[config.mk]
export PLATFORM = sky130hd
export DESIGN_NAME = bomb_game_ctrl_flat
export DESIGN_NICKNAME = d
export VERILOG_FILES = /design/src/rtl/bomb_game_ctrl_if.sv /design/src/rtl/bomb_game_ctrl.sv /design/src/flat_wrapper.sv
export SDC_FILE = /design/constraint.sdc
export NUM_CORES = 1
export LEC_CHECK = 0
export ABC_AREA = 1
export CORE_ASPECT_RATIO = 2
export CORE_UTILIZATION = 35
export CTS_CLUSTER_DIAMETER = 40
export CTS_CLUSTER_SIZE = 12
export DETAILED_ROUTE_END_ITERATION = 12
export PLACE_DENSITY = 0.61
export REMOVE_ABC_BUFFERS = 1
export SYNTH_ARGS = -nofsm -noshare
export SYNTH_HDL_FRONTEND = slang
export SYNTH_SLANG_ARGS = --single-unit
[constraint.sdc]
create_clock -name clk -period 4.9 [get_ports clk]
set_input_delay 0.735 -clock clk [delete_from_list [all_inputs] [get_ports clk]]
set_output_delay 0.735 -clock clk [all_outputs]
set_load 0.005 [all_outputs]
[src/rtl/bomb_game_ctrl_if.sv]
`default_nettype none
// +----------------------------------------------------------------------+
// | bomb_game_ctrl_if : game controls, puzzle status and countdown link  |
// | Rev 1.0                                                              |
// +----------------------------------------------------------------------+
interface bomb_game_ctrl_if #(
  parameter int NUM_MODULES = 3
);
  logic                   start_btn;
  logic                   pause_btn;
  logic [11:0]            cfg_time;
  logic [NUM_MODULES-1:0] solved;
  logic [NUM_MODULES-1:0] strike;
  logic                   timer_expired;
  logic [11:0]            init_time;
  logic                   timer_rst_n;
  logic                   timer_toggle;
  logic                   sec_tick;
  logic [1:0]             strikes;
  logic [2:0]             state;
  logic                   win;
  logic                   lose;

  // master = game environment (buttons, puzzles, countdown); slave = sequencer
  modport master (
    output start_btn, pause_btn, cfg_time, solved, strike, timer_expired,
    input  init_time, timer_rst_n, timer_toggle, sec_tick, strikes, state, win, lose
  );

  modport slave (
    input  start_btn, pause_btn, cfg_time, solved, strike, timer_expired,
    output init_time, timer_rst_n, timer_toggle, sec_tick, strikes, state, win, lose
  );
endinterface
`default_nettype wire

[src/rtl/bomb_game_ctrl.sv]
`default_nettype none
// +----------------------------------------------------------------------+
// | bomb_game_ctrl : game sequencer, strike counter and seconds prescaler|
// | Rev 1.0                                                              |
// +----------------------------------------------------------------------+
module bomb_game_ctrl #(
  parameter int TICK_DIV    = 50_000_000,
  parameter int NUM_MODULES = 3,
  parameter int MAX_STRIKES = 3
) (
  input  logic             clk,
  input  logic             reset,
  bomb_game_ctrl_if.slave  bus
);

  localparam int         CNT_W   = (TICK_DIV > 1) ? $clog2(TICK_DIV) : 1;
  localparam logic [1:0] C_MAX_S = 2'(MAX_STRIKES);

  typedef enum logic [2:0] {
    S_IDLE     = 3'd0,
    S_LOAD     = 3'd1,
    S_START    = 3'd2,
    S_RUNNING  = 3'd3,
    S_PAUSED   = 3'd4,
    S_DEFUSED  = 3'd5,
    S_EXPLODED = 3'd6
  } state_t;

  state_t             state_q, state_d;
  logic [11:0]        init_time_q, init_time_d;
  logic [1:0]         strikes_q, strikes_d;
  logic [CNT_W-1:0]   cnt_q, cnt_d;
  logic               timer_rst_n_q, timer_rst_n_d;
  logic               timer_toggle_q, timer_toggle_d;
  logic               sec_tick_q, sec_tick_d;
  logic               win_q, win_d;
  logic               lose_q, lose_d;

  logic [NUM_MODULES-1:0] strike_eff;
  logic [7:0]             strike_new;
  logic [8:0]             strike_sum;
  logic                   strike_out;
  logic [31:0]            period;
  logic [CNT_W-1:0]       period_m1;

  function automatic logic [11:0] clamp_bcd(input logic [11:0] t);
    logic [11:0] r;
    r = t;
    for (int i = 0; i < 3; i++) begin
      if (t[4*i +: 4] > 4'd9) r[4*i +: 4] = 4'd9;
    end
    return r;
  endfunction

  always_comb begin
    state_d        = state_q;
    init_time_d    = init_time_q;
    strikes_d      = strikes_q;
    cnt_d          = cnt_q;
    timer_toggle_d = 1'b0;
    sec_tick_d     = 1'b0;

    // Strikes on an already-solved module do not count
    strike_eff = bus.strike & ~bus.solved;
    strike_new = 8'd0;
    for (int i = 0; i < NUM_MODULES; i++) begin
      strike_new = strike_new + 8'(strike_eff[i]);
    end
    strike_sum = 9'(strikes_q) + 9'(strike_new);
    strike_out = (strike_sum >= 9'(MAX_STRIKES));

    case (state_q)
      S_IDLE, S_DEFUSED, S_EXPLODED: begin
        if (bus.start_btn) begin
          state_d     = S_LOAD;
          init_time_d = clamp_bcd(bus.cfg_time);
          strikes_d   = 2'd0;
        end
      end
      S_LOAD: begin
        state_d        = S_START;
        timer_toggle_d = 1'b1;
      end
      S_START: begin
        state_d = S_RUNNING;
      end
      S_RUNNING: begin
        strikes_d = strike_out ? C_MAX_S : strike_sum[1:0];
        // Losing beats winning and pausing; the display freezes on its own
        if (bus.timer_expired || strike_out) begin
          state_d = S_EXPLODED;
        end else if (&bus.solved) begin
          state_d        = S_DEFUSED;
          timer_toggle_d = 1'b1;
        end else if (bus.pause_btn) begin
          state_d        = S_PAUSED;
          timer_toggle_d = 1'b1;
        end
      end
      S_PAUSED: begin
        if (bus.pause_btn) begin
          state_d        = S_RUNNING;
          timer_toggle_d = 1'b1;
        end
      end
      default: state_d = S_IDLE;
    endcase

    period    = 32'(TICK_DIV) >> strikes_d;
    period_m1 = CNT_W'(period - 32'd1);

    if (strikes_d != strikes_q) begin
      cnt_d = '0;
    end else if (state_q == S_RUNNING && state_d == S_RUNNING) begin
      if (cnt_q == period_m1) begin
        cnt_d      = '0;
        sec_tick_d = 1'b1;
      end else begin
        cnt_d = cnt_q + 1'b1;
      end
    end else if (state_q == S_PAUSED || (state_q == S_RUNNING && state_d == S_PAUSED)) begin
      cnt_d = cnt_q;
    end else begin
      cnt_d = '0;
    end

    timer_rst_n_d = !(state_d == S_IDLE || state_d == S_LOAD);
    win_d         = (state_d == S_DEFUSED);
    lose_d        = (state_d == S_EXPLODED);
  end

  always_ff @(posedge clk) begin
    if (reset) begin
      state_q        <= S_IDLE;
      init_time_q    <= 12'd0;
      strikes_q      <= 2'd0;
      cnt_q          <= '0;
      timer_rst_n_q  <= 1'b0;
      timer_toggle_q <= 1'b0;
      sec_tick_q     <= 1'b0;
      win_q          <= 1'b0;
      lose_q         <= 1'b0;
    end else begin
      state_q        <= state_d;
      init_time_q    <= init_time_d;
      strikes_q      <= strikes_d;
      cnt_q          <= cnt_d;
      timer_rst_n_q  <= timer_rst_n_d;
      timer_toggle_q <= timer_toggle_d;
      sec_tick_q     <= sec_tick_d;
      win_q          <= win_d;
      lose_q         <= lose_d;
    end
  end

  assign bus.init_time    = init_time_q;
  assign bus.timer_rst_n  = timer_rst_n_q;
  assign bus.timer_toggle = timer_toggle_q;
  assign bus.sec_tick     = sec_tick_q;
  assign bus.strikes      = strikes_q;
  assign bus.state        = state_q;
  assign bus.win          = win_q;
  assign bus.lose         = lose_q;

endmodule
`default_nettype wire

[src/flat_wrapper.sv]
// flat-port wrapper written by rule: the top's interface ports become plain ports
module bomb_game_ctrl_flat 
#(
  parameter int TICK_DIV    = 50_000_000,
  parameter int NUM_MODULES = 3,
  parameter int MAX_STRIKES = 3
)
  (clk, reset, bus_start_btn, bus_pause_btn, bus_cfg_time, bus_solved, bus_strike, bus_timer_expired, bus_init_time, bus_timer_rst_n, bus_timer_toggle, bus_sec_tick, bus_strikes, bus_state, bus_win, bus_lose);
  bomb_game_ctrl_if #(.NUM_MODULES(NUM_MODULES)) bus_i ();
  input  logic clk;
  input  logic reset;
  input wire logic [$bits(bus_i.start_btn)-1:0] bus_start_btn;
  input wire logic [$bits(bus_i.pause_btn)-1:0] bus_pause_btn;
  input wire logic [$bits(bus_i.cfg_time)-1:0] bus_cfg_time;
  input wire logic [$bits(bus_i.solved)-1:0] bus_solved;
  input wire logic [$bits(bus_i.strike)-1:0] bus_strike;
  input wire logic [$bits(bus_i.timer_expired)-1:0] bus_timer_expired;
  output wire logic [$bits(bus_i.init_time)-1:0] bus_init_time;
  output wire logic [$bits(bus_i.timer_rst_n)-1:0] bus_timer_rst_n;
  output wire logic [$bits(bus_i.timer_toggle)-1:0] bus_timer_toggle;
  output wire logic [$bits(bus_i.sec_tick)-1:0] bus_sec_tick;
  output wire logic [$bits(bus_i.strikes)-1:0] bus_strikes;
  output wire logic [$bits(bus_i.state)-1:0] bus_state;
  output wire logic [$bits(bus_i.win)-1:0] bus_win;
  output wire logic [$bits(bus_i.lose)-1:0] bus_lose;
  assign bus_i.start_btn = bus_start_btn;
  assign bus_i.pause_btn = bus_pause_btn;
  assign bus_i.cfg_time = bus_cfg_time;
  assign bus_i.solved = bus_solved;
  assign bus_i.strike = bus_strike;
  assign bus_i.timer_expired = bus_timer_expired;
  assign bus_init_time = bus_i.init_time;
  assign bus_timer_rst_n = bus_i.timer_rst_n;
  assign bus_timer_toggle = bus_i.timer_toggle;
  assign bus_sec_tick = bus_i.sec_tick;
  assign bus_strikes = bus_i.strikes;
  assign bus_state = bus_i.state;
  assign bus_win = bus_i.win;
  assign bus_lose = bus_i.lose;
  bomb_game_ctrl #(.TICK_DIV(TICK_DIV), .NUM_MODULES(NUM_MODULES), .MAX_STRIKES(MAX_STRIKES)) u_core (.clk(clk), .reset(reset), .bus(bus_i));
endmodule
==> results.md <==
- Hold Slack: 464 ps
- Multiplexer share of the synthesized area: 0%
- Routed len/inst: approximately 13 um
- Crit Path Category: in -> reg
- CTS Buffer Depth: 2
- Post-CTS Hold Buffers: 0
- Cell count after synthesis: about 490
- Antenna-violating nets left: 0
- Worst path bufs/invs: 7
- CP peak stage delay: between 400 and 500 ps
- # setup viols final: 0
- Period utilization: between 90% and 100%
- Cell Area, Synth: slightly above 0.003 mm2
- RSZ-0062 raised after global routing: no
- GRT Total Usage: 19.1%
- Largest net degree at the start of global routing: 26
- Number of synthesized flops with an enable pin: 0
- Arrival @ worst endpoint: roughly 4700 ps
- Area fraction in compound gates after synthesis: between 10% and 20%
- Starting DRT DRC Count: approximately 140
- Total CTS buffers: 5
- Simple-gate share of the synthesized area: between 30% and 40%
- Diode count: 0
- Hpwl dp: roughly 6400 um
- Cells taking the most area after synthesis: dfxtp_1 (32%), nand2_1 (19%), a21oi_1 (7.9%), inv_1 (7.1%), nor2_1 (5.2%)
- Postcts setup bufs: 0
- Buffers on Ports: 44
- Maximum vdd drop: roughly 0.14 mV
- DRC Markers: 0
- Worst setup SP type: input port
- Top_reg_cell synth: dfxtp_1
- Clk_skew: between 10 and 15 ps
- Area delta synth->final: 23.0%
- TritonCTS clock tree: done
- Initial antenna violation count: 0
- Number of distinct library cells after synthesis: 35
- Max-cap violations: 0
- GP Congestion: 0.992
- Slew HR: about 68%
- Worst slew pin tran: slightly below 500 ps
- Standard-cell row count: 47
- Yosys Warn Count: 0
- H-tree levels: 2
- Leading area contributor after synthesis: dfxtp_1
- Vias per cell: between 5 and 6
- CP Max Fanout: 24
- # IOs: between 40 and 50
- Die width: between 60 and 70 um
- Clock slew at reported path FFs: roughly 70 ps
- Leakage power: 1.43 nW
- Post-cts sizing count: 0
- Fmax: around 220 MHz
- Worst Path Required: approximately 5000 ps
- Outcome: finished clean
- Largest family of logic cells by synthesized area: simple AND/OR/NAND/NOR gates
- Most common cell on crit path: nand2_1
- Minimum clock period: about 4500 ps
- Delay-heaviest family, CP: simple AND/OR/NAND/NOR gates
- Post-synthesis register bit count: 48
- Initial Util: 36.5%
- Async SR Flop Fraction: 0%
- Vias in the first global route: 3012
- Pwr Density: 293 mW/mm2
- Max-slew violation count: 0
- Synth Area in Adders: between 4 and 5%
- Final #Nets: 562
- Clock latency on the worst-skew pair: ~290 ps
- Final Util: 44.8%
- HP Class: reg -> reg
- Layout cells sized above 1: 7.16%
- Clk sink count: between 40 and 50
- Post-synth top area share: a little under a third
- Sequential-to-total area share from yosys stat: between 30% and 40%
- First-pass GRT wire length: between 10000 and 15000 um
- CP endpoint kind: flip-flop
- Via count: roughly 3200
- First-pass iteration count of the detailed router: 4
- DRT Wirelength: between 8000 and 9000 um
- Final hold vios: 0
- Root Buffer: clkbuf_16
- XOR/XNOR share of the synthesized area: slightly above 2%
- Die Y: ~130 um
- Syn_area_per_cell: 6.24 um2
- Core footprint: 0.00835 mm2
- CP max-delay cell: fa_1
- Die area: about 0.009 mm2
- Remaining global-route overflow: 0
state kept, by name, summed over array words and instances, names as in the netlist:
| register | cells |
|---|---|
| u_core.bus.timer_toggle | 1 |
| u_core.bus.sec_tick | 1 |
| u_core.bus.state | 3 |
| u_core.bus.strikes | 2 |
| u_core.bus.win | 1 |
| u_core.cnt_q | 26 |
| u_core.bus.timer_rst_n | 1 |
| u_core.bus.lose | 1 |
| u_core.bus.init_time | 12 |
routing by layer:
layer	GRT usage, %	part of all wire (%)
met1	16.9	36
met2	36.5	55
met3	3.40	3.9
met4	11.9	5.1
met5	0	0
report_power, final:
group / switching (W) / internal, W
sequential: 0.0000244 / 0.000422
combinational: 0.000173 / 0.000131
clock: 0.000159 / 0.000190
area by class of cell:
type	instances	area, um2
clock buffer	5	125
clock inverter	3	21.3
fill	905	4610
inverter	65	244
multi-input combinational	359	1780
sequential	48	961
tap	98	123
timing repair buffer	51	493
cell families after synthesis:
kind of cell,after synthesis
AO/OA/AOI/OAI,81
flip-flops,48
buffers and inverters,81
adder cells (fa/ha/maj),9
AND/OR/NAND/NOR,262
XOR/XNOR,7
per-stage QoR:
step	worst slack, ps	cells	area, um2	TNS (ps)	power [W]
5_1_grt	12.8	629	3740	0	0.00117
4_1_cts	307	629	3730	0	0.00111
3_3_place_gp	149	621	3580	0	0.000755
2_1_floorplan	789	472	2970	0	0.000618
6_report	395	629	3740	0	0.00110
3_5_place_dp	-2.09	621	3580	-2.42	0.000760
worst paths after layout:
path / end / slack, ps / depth (start not counted) / start
max: u_core.cnt_q[3]$_SDFFE_PP0P_ / 390 / 30 / bus_strike[2]
max reg2reg: u_core.cnt_q[3]$_SDFFE_PP0P_ / 1600 / 24 / u_core.bus.strikes[0]$_SDFF_PP0_
min reg2reg: u_core.cnt_q[25]$_SDFFE_PP0P_ / 460 / 2 / u_core.cnt_q[25]$_SDFFE_PP0P_
min: u_core.cnt_q[25]$_SDFFE_PP0P_ / 460 / 2 / u_core.cnt_q[25]$_SDFFE_PP0P_
cell usage in the layout, fill, tap and decap left out, types with 2 or more instances in the layout:
master           count
clkdlybuf4s50_1     44
dfxtp_1             48
inv_1               58
buf_4                7
fa_1                 2
clkbuf_16            5
xnor2_1              2
nor3_2               3
nand2_1            154
nand4_1              5
nand3_2              3
nand3b_1             2
o21ai_0             20
inv_2                6
ha_1                 7
o211ai_1             2
xor2_1               5
o21ai_1              2
a21oi_1             48
nor2_2               3
nand3_1             29
nand2_2              3
a31oi_1              7
nor4_1               3
nor3_1               8
nor2_1              42
tightest hold or removal path, cell delays in order (launching register included):
cell	delay (ps)
dfxtp_1	310
nand2_1	60
a21oi_1	50
synth_stat cells (2+ instances only):
cell type,number
nand2_1,155
inv_1,58
a21oi_1,48
dfxtp_1,48
nor2_1,42
nand3_1,29
o21ai_0,20
clkbuf_1,10
nor3_1,8
a31oi_1,7
ha_1,7
inv_2,6
nand4_1,5
xor2_1,5
nor2_2,4
buf_2,3
nand3_2,3
nor3_2,3
nor4_1,3
buf_4,2
fa_1,2
nand2_2,2
nand2_4,2
nand3b_1,2
o211ai_1,2
o21ai_1,2
xnor2_1,2
Power figures use the tool's default switching activity.
==> RTL edit (same flow settings) <==
Make the reset (`reset`) asynchronous in one clocked block.
--- a/src/rtl/bomb_game_ctrl.sv
+++ b/src/rtl/bomb_game_ctrl.sv
@@ -129,7 +129,7 @@
     lose_d        = (state_d == S_EXPLODED);
   end
 
-  always_ff @(posedge clk) begin
+  always_ff @(posedge clk or posedge reset) begin
     if (reset) begin
       state_q        <= S_IDLE;
       init_time_q    <= 12'd0;
Function: differs if reset is asserted again (counterexample within 4 cycles, from zero or initial values and one cycle with reset high); with reset held inactive, the same outputs for 10 cycles.
==> RTL edit against the unedited design <==
The flow now finishes with violations (DRC); worst setup slack worse by 0.042 ns; sequential cell count stayed put; critical path depth down 3; cell area grew 6.7%; synthesized area is 9.6% higher; highest routed layer unchanged; via count fell by 2.1%; routed wire length is 0.86% higher.
Power is not compared: it rests on default switching activity, and its combinational part moved more than twofold at a synthesized area within 25%.
==> RTL edit: results <==
{
  "async_reset_ff_share_pct": 100,
  "synth.top_cells.by_count": "nand2_1, inv_1, nor2_1, nand3_1, dfrtp_1",
  "grt_pass1_vias": 3033,
  "final_cells": 620,
  "failed_checks": "DRC",
  "synth_xor_area_share_pct": 1.57,
  "wirelength_um": 8330,
  "synth_compound_area_share_pct": 8.13,
  "cp.arrival_ns": 4.73,
  "hold_ws_ns": 0.487,
  "gp_congestion": 0.895,
  "grt_pass1_wl_um": 14200,
  "max_stage_delay_ns": 0.51,
  "p_comb_share_pct": 47.8,
  "hpwlAfterDp_um": 6160,
  "r2r-end": "u_core.cnt_q[3]",
  "min_to": "u_core.bus.init_time[1]",
  "cp.depth": 27,
  "synth_area_leaders": "dfrtp_1, nand2_1, inv_1",
  "fillers": 944,
  "grt_use_total_pct": 17.9,
  "crit_path_start": "bus_strike[0]",
  "ys.flop_type": "dfrtp_1",
  "drtPass1Iterations": 8,
  "syn_inst": 474,
  "reg2reg_from": "u_core.bus.strikes[0]",
  "skew_ns": 0.00549,
  "outcome": "finished with violations",
  "min_from": "u_core.bus.init_time[1]",
  "drc": 3,
  "ys_seq_area_share_pct": 36.0,
  "drt-initial-drc-count": 154,
  "nNetsFinal": 548,
  "preCtsSetupSlack_ns": 0.0547,
  "via_per_inst": 4.99,
  "synth_fa_ha_area_share_pct": 3.82,
  "place_area_um2": 3850,
  "r2r_slack_ns": 1.52,
  "crit_family": "adder cells",
  "rr_worst_depth": 21
}
[RTL edit: cell count changes after synthesis, sizes merged, moves of 13 or more]
cell	change
nor3	+15
nor2	+13
a21oi	-35
dfxtp	-48
dfrtp	+48
nand2	-28
nand3	+21
[RTL edit: metal layers]
metal  GRT usage, %  share of wire [%]
met4           6.74                1.9
met2           34.3                 57
met1           19.5                 39
met3           1.94                2.0
met5              0                  0
[RTL edit: cells by family after synthesis]
family | after synthesis
AO/OA/AOI/OAI | 46
XOR/XNOR | 6
adder cells (fa/ha/maj) | 9
buffers and inverters | 88
flip-flops | 48
AND/OR/NAND/NOR | 277
[RTL edit: final cells by class]
class	count	area (um2)	share of cell area, %
multi-input cells	338	1750	43.8
well taps	104	130	3.26
repair buffers	49	490	12.3
clock buffers	6	139	3.48
clock inverters	1	8.76	0.219
flip-flops and latches	48	1200	30.1
inverters	74	278	6.95
[RTL edit: worst min-delay path, stage by stage, from the launching register on]
cell and delay [ns]:
dfrtp_1 0.34, nand2_1 0.05, o21ai_0 0.06
